### config.mk
export PLATFORM = sky130hd
export DESIGN_NAME = mem_ctrl_flat
export DESIGN_NICKNAME = d
export VERILOG_FILES = /design/src/rtl/mem_ctrl_if.sv /design/src/rtl/mem_ctrl.sv /design/src/flat_wrapper.sv
export SDC_FILE = /design/constraint.sdc
export NUM_CORES = 1
export LEC_CHECK = 0
export ABC_CLOCK_PERIOD_IN_PS = 4250
export CAP_MARGIN = 20
export CORE_ASPECT_RATIO = 2
export CORE_MARGIN = 1
export CORE_UTILIZATION = 45
export CTS_CLUSTER_DIAMETER = 100
export DETAILED_ROUTE_END_ITERATION = 12
export PLACE_DENSITY = 0.89
export SETUP_SLACK_MARGIN = 0.2
export SYNTH_ARGS = -nofsm -noshare
export SYNTH_HDL_FRONTEND = slang
export SYNTH_SLANG_ARGS = --single-unit
### constraint.sdc
create_clock -name clk -period 4.25 [get_ports clk]
set_input_delay 1.0625 -clock clk [delete_from_list [all_inputs] [get_ports clk]]
set_output_delay 1.0625 -clock clk [all_outputs]
set_load 0.05 [all_outputs]
### src/rtl/mem_ctrl_if.sv
// Memory bus between the MEM-stage controller (master) and the data memory (slave).
// Strobe and ready are active-low.
interface mem_ctrl_if;
   logic        bus_as_;
   logic        bus_rw;
   logic [29:0] bus_addr;
   logic [3:0]  bus_be;
   logic [31:0] bus_wr_data;
   logic [31:0] bus_rd_data;
   logic        bus_rdy_;

   modport master (
      output bus_as_, bus_rw, bus_addr, bus_be, bus_wr_data,
      input  bus_rd_data, bus_rdy_
   );

   modport slave (
      input  bus_as_, bus_rw, bus_addr, bus_be, bus_wr_data,
      output bus_rd_data, bus_rdy_
   );
endinterface

### src/rtl/mem_ctrl.sv
// MEM-stage load/store controller: IDLE -> BUS -> DONE handshake with the data bus.
// Optional bus timeout enabled by defining MEM_BUS_TIMEOUT_EN.
module mem_ctrl (
   input  logic        clk,
   input  logic        reset,
   input  logic        ex_en,
   input  logic [3:0]  ex_mem_op,
   input  logic [31:0] ex_out,
   input  logic [31:0] ex_mem_wr_data,
   input  logic        stall,
   input  logic        flush,
   mem_ctrl_if.master  bus,
   output logic [31:0] out,
   output logic        miss_align,
   output logic        busy,
   output logic        bus_err
);
   localparam logic [3:0] OP_LB  = 4'd1;
   localparam logic [3:0] OP_LH  = 4'd2;
   localparam logic [3:0] OP_LW  = 4'd3;
   localparam logic [3:0] OP_LBU = 4'd4;
   localparam logic [3:0] OP_LHU = 4'd5;
   localparam logic [3:0] OP_SB  = 4'd6;
   localparam logic [3:0] OP_SH  = 4'd7;
   localparam logic [3:0] OP_SW  = 4'd8;

   typedef enum logic [1:0] {IDLE, BUS, DONE} state_t;
   state_t state_q, state_d;

   logic        is_byte, is_half, is_word;
   logic        is_load, is_store, acc;
   logic [3:0]  be_d;
   logic [31:0] wdat_d;
   logic [31:0] rd_buf;
   logic [3:0]  op_q;
   logic [1:0]  off_q;
   logic        discard_q;
   logic        tmo;

   function automatic logic [31:0] fmt(
      input logic [3:0]  op,
      input logic [1:0]  off,
      input logic [31:0] d
   );
      logic [7:0]  b;
      logic [15:0] h;
      b = d[{off, 3'b000} +: 8];
      h = off[1] ? d[31:16] : d[15:0];
      case (op)
         OP_LB:   fmt = {{24{b[7]}}, b};
         OP_LBU:  fmt = {24'd0, b};
         OP_LH:   fmt = {{16{h[15]}}, h};
         OP_LHU:  fmt = {16'd0, h};
         default: fmt = d;
      endcase
   endfunction

   always_comb begin
      is_byte  = ex_mem_op inside {OP_LB, OP_LBU, OP_SB};
      is_half  = ex_mem_op inside {OP_LH, OP_LHU, OP_SH};
      is_word  = ex_mem_op inside {OP_LW, OP_SW};
      is_load  = ex_mem_op inside {OP_LB, OP_LH, OP_LW, OP_LBU, OP_LHU};
      is_store = ex_mem_op inside {OP_SB, OP_SH, OP_SW};
   end

   assign miss_align = ex_en &
      ((is_half & ex_out[0]) | (is_word & (|ex_out[1:0])));
   assign acc = ex_en & (is_load | is_store) & ~miss_align & ~flush;

   always_comb begin
      be_d   = 4'b0000;
      wdat_d = ex_mem_wr_data;
      unique case (1'b1)
         is_byte: begin
            be_d   = 4'b0001 << ex_out[1:0];
            wdat_d = {4{ex_mem_wr_data[7:0]}};
         end
         is_half: begin
            be_d   = ex_out[1] ? 4'b1100 : 4'b0011;
            wdat_d = {2{ex_mem_wr_data[15:0]}};
         end
         is_word: be_d = 4'b1111;
         default: be_d = 4'b0000;
      endcase
   end

`ifdef MEM_BUS_TIMEOUT_EN
   logic [7:0] tmo_q;
   logic       err_q;

   // Fires on the 255th BUS cycle, the one that takes the counter to 255.
   assign tmo     = (tmo_q == 8'd254) & bus.bus_rdy_;
   assign bus_err = err_q;

   always_ff @(posedge clk or posedge reset) begin
      if (reset) begin
         tmo_q <= 8'd0;
         err_q <= 1'b0;
      end else begin
         if (state_q == IDLE && acc)
            tmo_q <= 8'd0;
         else if (state_q == BUS)
            tmo_q <= tmo_q + 8'd1;
         if (state_q == BUS && state_d == DONE && tmo)
            err_q <= 1'b1;
         else if (state_q == DONE && state_d != DONE)
            err_q <= 1'b0;
      end
   end
`else
   assign tmo     = 1'b0;
   assign bus_err = 1'b0;
`endif

   always_comb begin
      state_d = state_q;
      busy    = 1'b0;
      out     = 32'd0;
      case (state_q)
         IDLE: begin
            if (acc) begin
               state_d = BUS;
               busy    = 1'b1;
            end else if (!miss_align) begin
               out = ex_out;
            end
         end
         BUS: begin
            busy = 1'b1;
            if (!bus.bus_rdy_)
               state_d = (discard_q | flush) ? IDLE : DONE;
            else if (tmo)
               state_d = DONE;
         end
         DONE: begin
            if (bus.bus_rw && !bus_err)
               out = fmt(op_q, off_q, rd_buf);
            if (!stall)
               state_d = IDLE;
         end
         default: state_d = IDLE;
      endcase
   end

   always_ff @(posedge clk or posedge reset) begin
      if (reset) begin
         state_q         <= IDLE;
         bus.bus_as_     <= 1'b1;
         bus.bus_rw      <= 1'b1;
         bus.bus_addr    <= 30'd0;
         bus.bus_be      <= 4'd0;
         bus.bus_wr_data <= 32'd0;
         rd_buf          <= 32'd0;
         discard_q       <= 1'b0;
         op_q            <= 4'd0;
         off_q           <= 2'd0;
      end else begin
         state_q <= state_d;
         if (state_q == IDLE && acc) begin
            bus.bus_as_     <= 1'b0;
            bus.bus_rw      <= is_load;
            bus.bus_addr    <= ex_out[31:2];
            bus.bus_be      <= be_d;
            bus.bus_wr_data <= wdat_d;
            op_q            <= ex_mem_op;
            off_q           <= ex_out[1:0];
            discard_q       <= 1'b0;
         end
         if (state_q == BUS) begin
            if (!bus.bus_rdy_)
               rd_buf <= bus.bus_rd_data;
            if (state_d != BUS) begin
               bus.bus_as_ <= 1'b1;
               discard_q   <= 1'b0;
            end else if (flush) begin
               discard_q <= 1'b1;
            end
         end
      end
   end
endmodule

### src/flat_wrapper.sv
// flat-port wrapper written by rule: the top's interface ports become plain ports
module mem_ctrl_flat 
  (clk, reset, ex_en, ex_mem_op, ex_out, ex_mem_wr_data, stall, flush, out, miss_align, busy, bus_err, bus_bus_as_, bus_bus_rw, bus_bus_addr, bus_bus_be, bus_bus_wr_data, bus_bus_rd_data, bus_bus_rdy_);
  mem_ctrl_if bus_i ();
  input  logic clk;
  input  logic reset;
  input  logic ex_en;
  input  logic [3:0] ex_mem_op;
  input  logic [31:0] ex_out;
  input  logic [31:0] ex_mem_wr_data;
  input  logic stall;
  input  logic flush;
  output logic [31:0] out;
  output logic miss_align;
  output logic busy;
  output logic bus_err;
  output wire logic [$bits(bus_i.bus_as_)-1:0] bus_bus_as_;
  output wire logic [$bits(bus_i.bus_rw)-1:0] bus_bus_rw;
  output wire logic [$bits(bus_i.bus_addr)-1:0] bus_bus_addr;
  output wire logic [$bits(bus_i.bus_be)-1:0] bus_bus_be;
  output wire logic [$bits(bus_i.bus_wr_data)-1:0] bus_bus_wr_data;
  input wire logic [$bits(bus_i.bus_rd_data)-1:0] bus_bus_rd_data;
  input wire logic [$bits(bus_i.bus_rdy_)-1:0] bus_bus_rdy_;
  assign bus_bus_as_ = bus_i.bus_as_;
  assign bus_bus_rw = bus_i.bus_rw;
  assign bus_bus_addr = bus_i.bus_addr;
  assign bus_bus_be = bus_i.bus_be;
  assign bus_bus_wr_data = bus_i.bus_wr_data;
  assign bus_i.bus_rd_data = bus_bus_rd_data;
  assign bus_i.bus_rdy_ = bus_bus_rdy_;
  mem_ctrl u_core (.clk(clk), .reset(reset), .ex_en(ex_en), .ex_mem_op(ex_mem_op), .ex_out(ex_out), .ex_mem_wr_data(ex_mem_wr_data), .stall(stall), .flush(flush), .bus(bus_i), .out(out), .miss_align(miss_align), .busy(busy), .bus_err(bus_err));
endmodule
==> flow_metrics.env <==
export IMPL_outcome="finished, final reports clean"
export IMPL_ys_warn_count=0
export IMPL_drcViolationCount=0
export IMPL_ys_seq_elements=109
export IMPL_slew_viol_final=0
export IMPL_rows=56
export IMPL_cts_root_buf="clkbuf_16"
export IMPL_area_growth_syn_to_layout_pct=55.8
export IMPL_gp_congestion=0.945
export IMPL_synth_async_reset_ratio=1.00
export IMPL_yosysUniqueCellTypes=49
export IMPL_path_cells="dlygate4sd2_1 > o31a_1 > or4b_4 > o211a_4 > buf_12 > nand2_1 > o211ai_1 > clkbuf_16"
export IMPL_fin_skew_ns=0.00416
export IMPL_critPathSlowestCell="or4b_4"
export IMPL_fin_crit_ns=4.03
export IMPL_reg2regPathDepth=3
export IMPL_ys_flop_type="dfrtp_1"
export IMPL_fin_cells=878
export IMPL_grt_pass1_vias=5330
export IMPL_synth_avg_cell_area_um2=10.5
export IMPL_antenna_found_initial=1
export IMPL_grt_first_pass_wirelength_mm=27.7
export IMPL_drt_iter0_drc=277
export IMPL_placed_cells=859
export IMPL_nNetsFinal=834
export IMPL_track_usage=0.292
export IMPL_syn_area_um2=5510
export IMPL_clkTransAtPathRegs_ns=0.07
export IMPL_die_width_um=80.2
export IMPL_start_util=0.465
export IMPL_worst_slew_pin_slew_ns=0.985
export IMPL_power_density_nw_per_um2=599
export IMPL_timing_final_hold_violations=0
export IMPL_fin_tns_setup_ns=0
export IMPL_arrival_ns=2.96
export IMPL_clock_sinks=109
export IMPL_htreeDepth=3
export IMPL_holdPathStages=2
export IMPL_syn_num_nets=630
export IMPL_vias=5028
export IMPL_post_drt_via_cell_ratio=5.73
export IMPL_port_buffers=207
export IMPL_dieArea_um2=12700
export IMPL_syn_instance_count=524
export IMPL_cts_tree="done"
export IMPL_synth_edf_count=0
export IMPL_drv_cap=0
export IMPL_clock_latency_ns=0.34
export IMPL_startpoint_type="input pin"
export IMPL_dp_hpwl_mm=13.5
export IMPL_dr_pass1_iters=5
export IMPL_min_path_type="flip-flop to flip-flop"
export IMPL_max_freq_ghz=0.248
export IMPL_ant_nets=0
export IMPL_rsz0062_at_grt="true"
export IMPL_cp_data_required_time_ns=3.19
export IMPL_clockBufferDepth=2
export IMPL_grt_overflow=0
export IMPL_drt_total_wl_mm=17.7
export IMPL_fp_dieH_um=158
export IMPL_cts_buffers=9
export IMPL_cpPeakStageDelay_ns=0.53
export IMPL_finalSetupViolCount=0
export IMPL_critical_path_class="input pin to primary output"
export IMPL_wire_per_inst_um=20.2
export IMPL_grt_max_degree=57
export IMPL_max_vdd_ir_drop_uv=484
export IMPL_crit_fanout=8
export IMPL_coreArea_um2=11800
export IMPL_drive_gt1_frac=0.153
export IMPL_finalCritPeriodShare=0.947
export IMPL_p_leak_nw=3.66
export IMPL_ys_seq_area_frac=0.496
export IMPL_slew_headroom=0.342
export IMPL_io_pins=209
export IMPL_crit_path_end_kind="primary output"
export IMPL_fillCellCount=796
[flip-flops by register name, indices dropped and copies added (netlist names)]
| signal | count |
|---|---|
| u_core.bus.bus_as_ | 1 |
| u_core.bus.bus_addr | 30 |
| u_core.op_q | 4 |
| u_core.state_q | 2 |
| u_core.discard_q | 1 |
| u_core.bus.bus_rw | 1 |
| u_core.bus.bus_be | 4 |
| u_core.rd_buf | 32 |
| u_core.off_q | 2 |
| u_core.bus.bus_wr_data | 32 |
[path summary, 6_finish.rpt]
| check | startpoint | slack [ns] | endpoint |
|---|---|---|---|
| worst max-delay path | ex_mem_op[0] | 0.22 | out[7] |
| worst min-delay path | u_core.bus.bus_rw$_DFFE_PP1P_ | 0.48 | u_core.bus.bus_rw$_DFFE_PP1P_ |
| worst max register to register | u_core.state_q[1]$_DFF_PP0_ | 2.29 | u_core.rd_buf[24]$_DFFE_PP0P_ |
| worst min register to register | u_core.bus.bus_rw$_DFFE_PP1P_ | 0.48 | u_core.bus.bus_rw$_DFFE_PP1P_ |
| max in group asynchronous | reset | 2.29 | u_core.bus.bus_rw$_DFFE_PP1P_ |
| min in group asynchronous | reset | 1.18 | u_core.rd_buf[24]$_DFFE_PP0P_ |
[cells by family after synthesis]
family | share of synthesized area
xor+xnor | 0.00159
mux | 0.215
flops | 0.496
compound gates | 0.143
other cells | 0.000681
simple gates | 0.111
buf+inv | 0.0329
[worst max-delay path, delay by kind of cell]
family	cells	cell delay, ns
and+or+nand+nor	2	0.60
buffers and inverters	3	0.63
AOI/OAI and AO/OA	3	0.68
[synth_stat cells (2+ instances only)]
cell,count,area [um2]
mux2_1,70,788
buf_1,3,11.3
dfrtp_1,107,2680
buf_4,6,45.0
buf_2,13,65.1
nand3b_1,2,15.0
a31oi_1,4,25.0
o221ai_1,9,78.8
o21ai_1,54,270
nor2b_1,4,25.0
a22o_1,8,70.1
and2_1,2,12.5
inv_1,3,11.3
or3b_1,2,17.5
nand3_1,2,10.0
o22ai_1,5,31.3
nor2_1,36,135
mux2i_1,24,240
clkbuf_1,13,48.8
o21ai_2,2,17.5
dfstp_2,2,52.6
nand2_1,79,297
mux2_2,14,158
o21ai_0,12,60.1
nand2b_1,2,12.5
a21oi_1,23,115
[per-stage QoR]
stage / hold WS (ns) / cell area, um2 / util / power, mW / setup slack [ns]
finish: 0.484 / 8590 / 0.725 / 5.15 / 0.224
global route: 0.511 / 8590 / 0.725 / 5.37 / 0.194
CTS: 0.482 / 8590 / 0.725 / 5.16 / 0.140
detailed placement: 0.471 / 8100 / 0.684 / 4.16 / 0.0510
global placement: 0.448 / 8100 / 0.684 / 4.07 / 0.176
floorplan: 0.431 / 5510 / - / 3.16 / 0.317
[layout make-up]
cell class	count	area (um2)	area share
clock buffer	11	233	0.0271
antenna	1	2.50	0.000291
tap	145	181	0.0211
inverter	3	13.8	0.00160
multi-input combinational	377	2700	0.315
clock inverter	4	97.6	0.0114
sequential	109	2730	0.318
timing repair buffer	228	2620	0.306
[layout by cell type, fill, tap and decap left out, types with 3 or more instances in the layout]
cell             netlist  routed
o21ai_2                2      12
mux2_2                14      14
o21ai_1               54      44
mux2i_1               24      24
o22ai_1                5       5
a31oi_1                4       4
clkdlybuf4s50_1        0     167
a21oi_1               23      22
dlygate4sd2_1          0       5
a22o_1                 8       8
bufinv_16              0       3
mux2_1                70      70
nor2_1                36      35
clkbuf_16              0      10
buf_4                  6      18
buf_12                 0      34
o221ai_1               9       9
dfrtp_1              107     107
o21ai_0               12      11
nand2_1               79      77
nor2b_1                4       3
[routing by layer]
metal	vias to the layer above	routed length, um	share of wire	track usage
li1	2275	-	-	-
met1	2448	5490	0.31	0.289
met2	263	10200	0.57	0.563
met3	42	1230	0.069	0.0556
met4	0	824	0.046	0.142
met5	-	0	0	0
[power breakdown]
| group | total (mW) | switching (mW) | leakage (nW) | internal [mW] |
|---|---|---|---|---|
| combinational | 2.53 | 1.54 | 2.19 | 0.981 |
| clock | 0.939 | 0.365 | 0.156 | 0.574 |
| sequential | 1.68 | 0.289 | 1.32 | 1.39 |
| total | 5.15 | 2.20 | 3.66 | 2.95 |
[what timing repair did]
action                     4_1_cts  5_1_grt
setup endpoints to repair       32       14
hold buffers                     0        0
gates resized for setup         26        5
pin swaps                        1        3
gates cloned                     2        0
setup buffers                    1        0
Note: power is estimated with default switching activity, not from simulation.
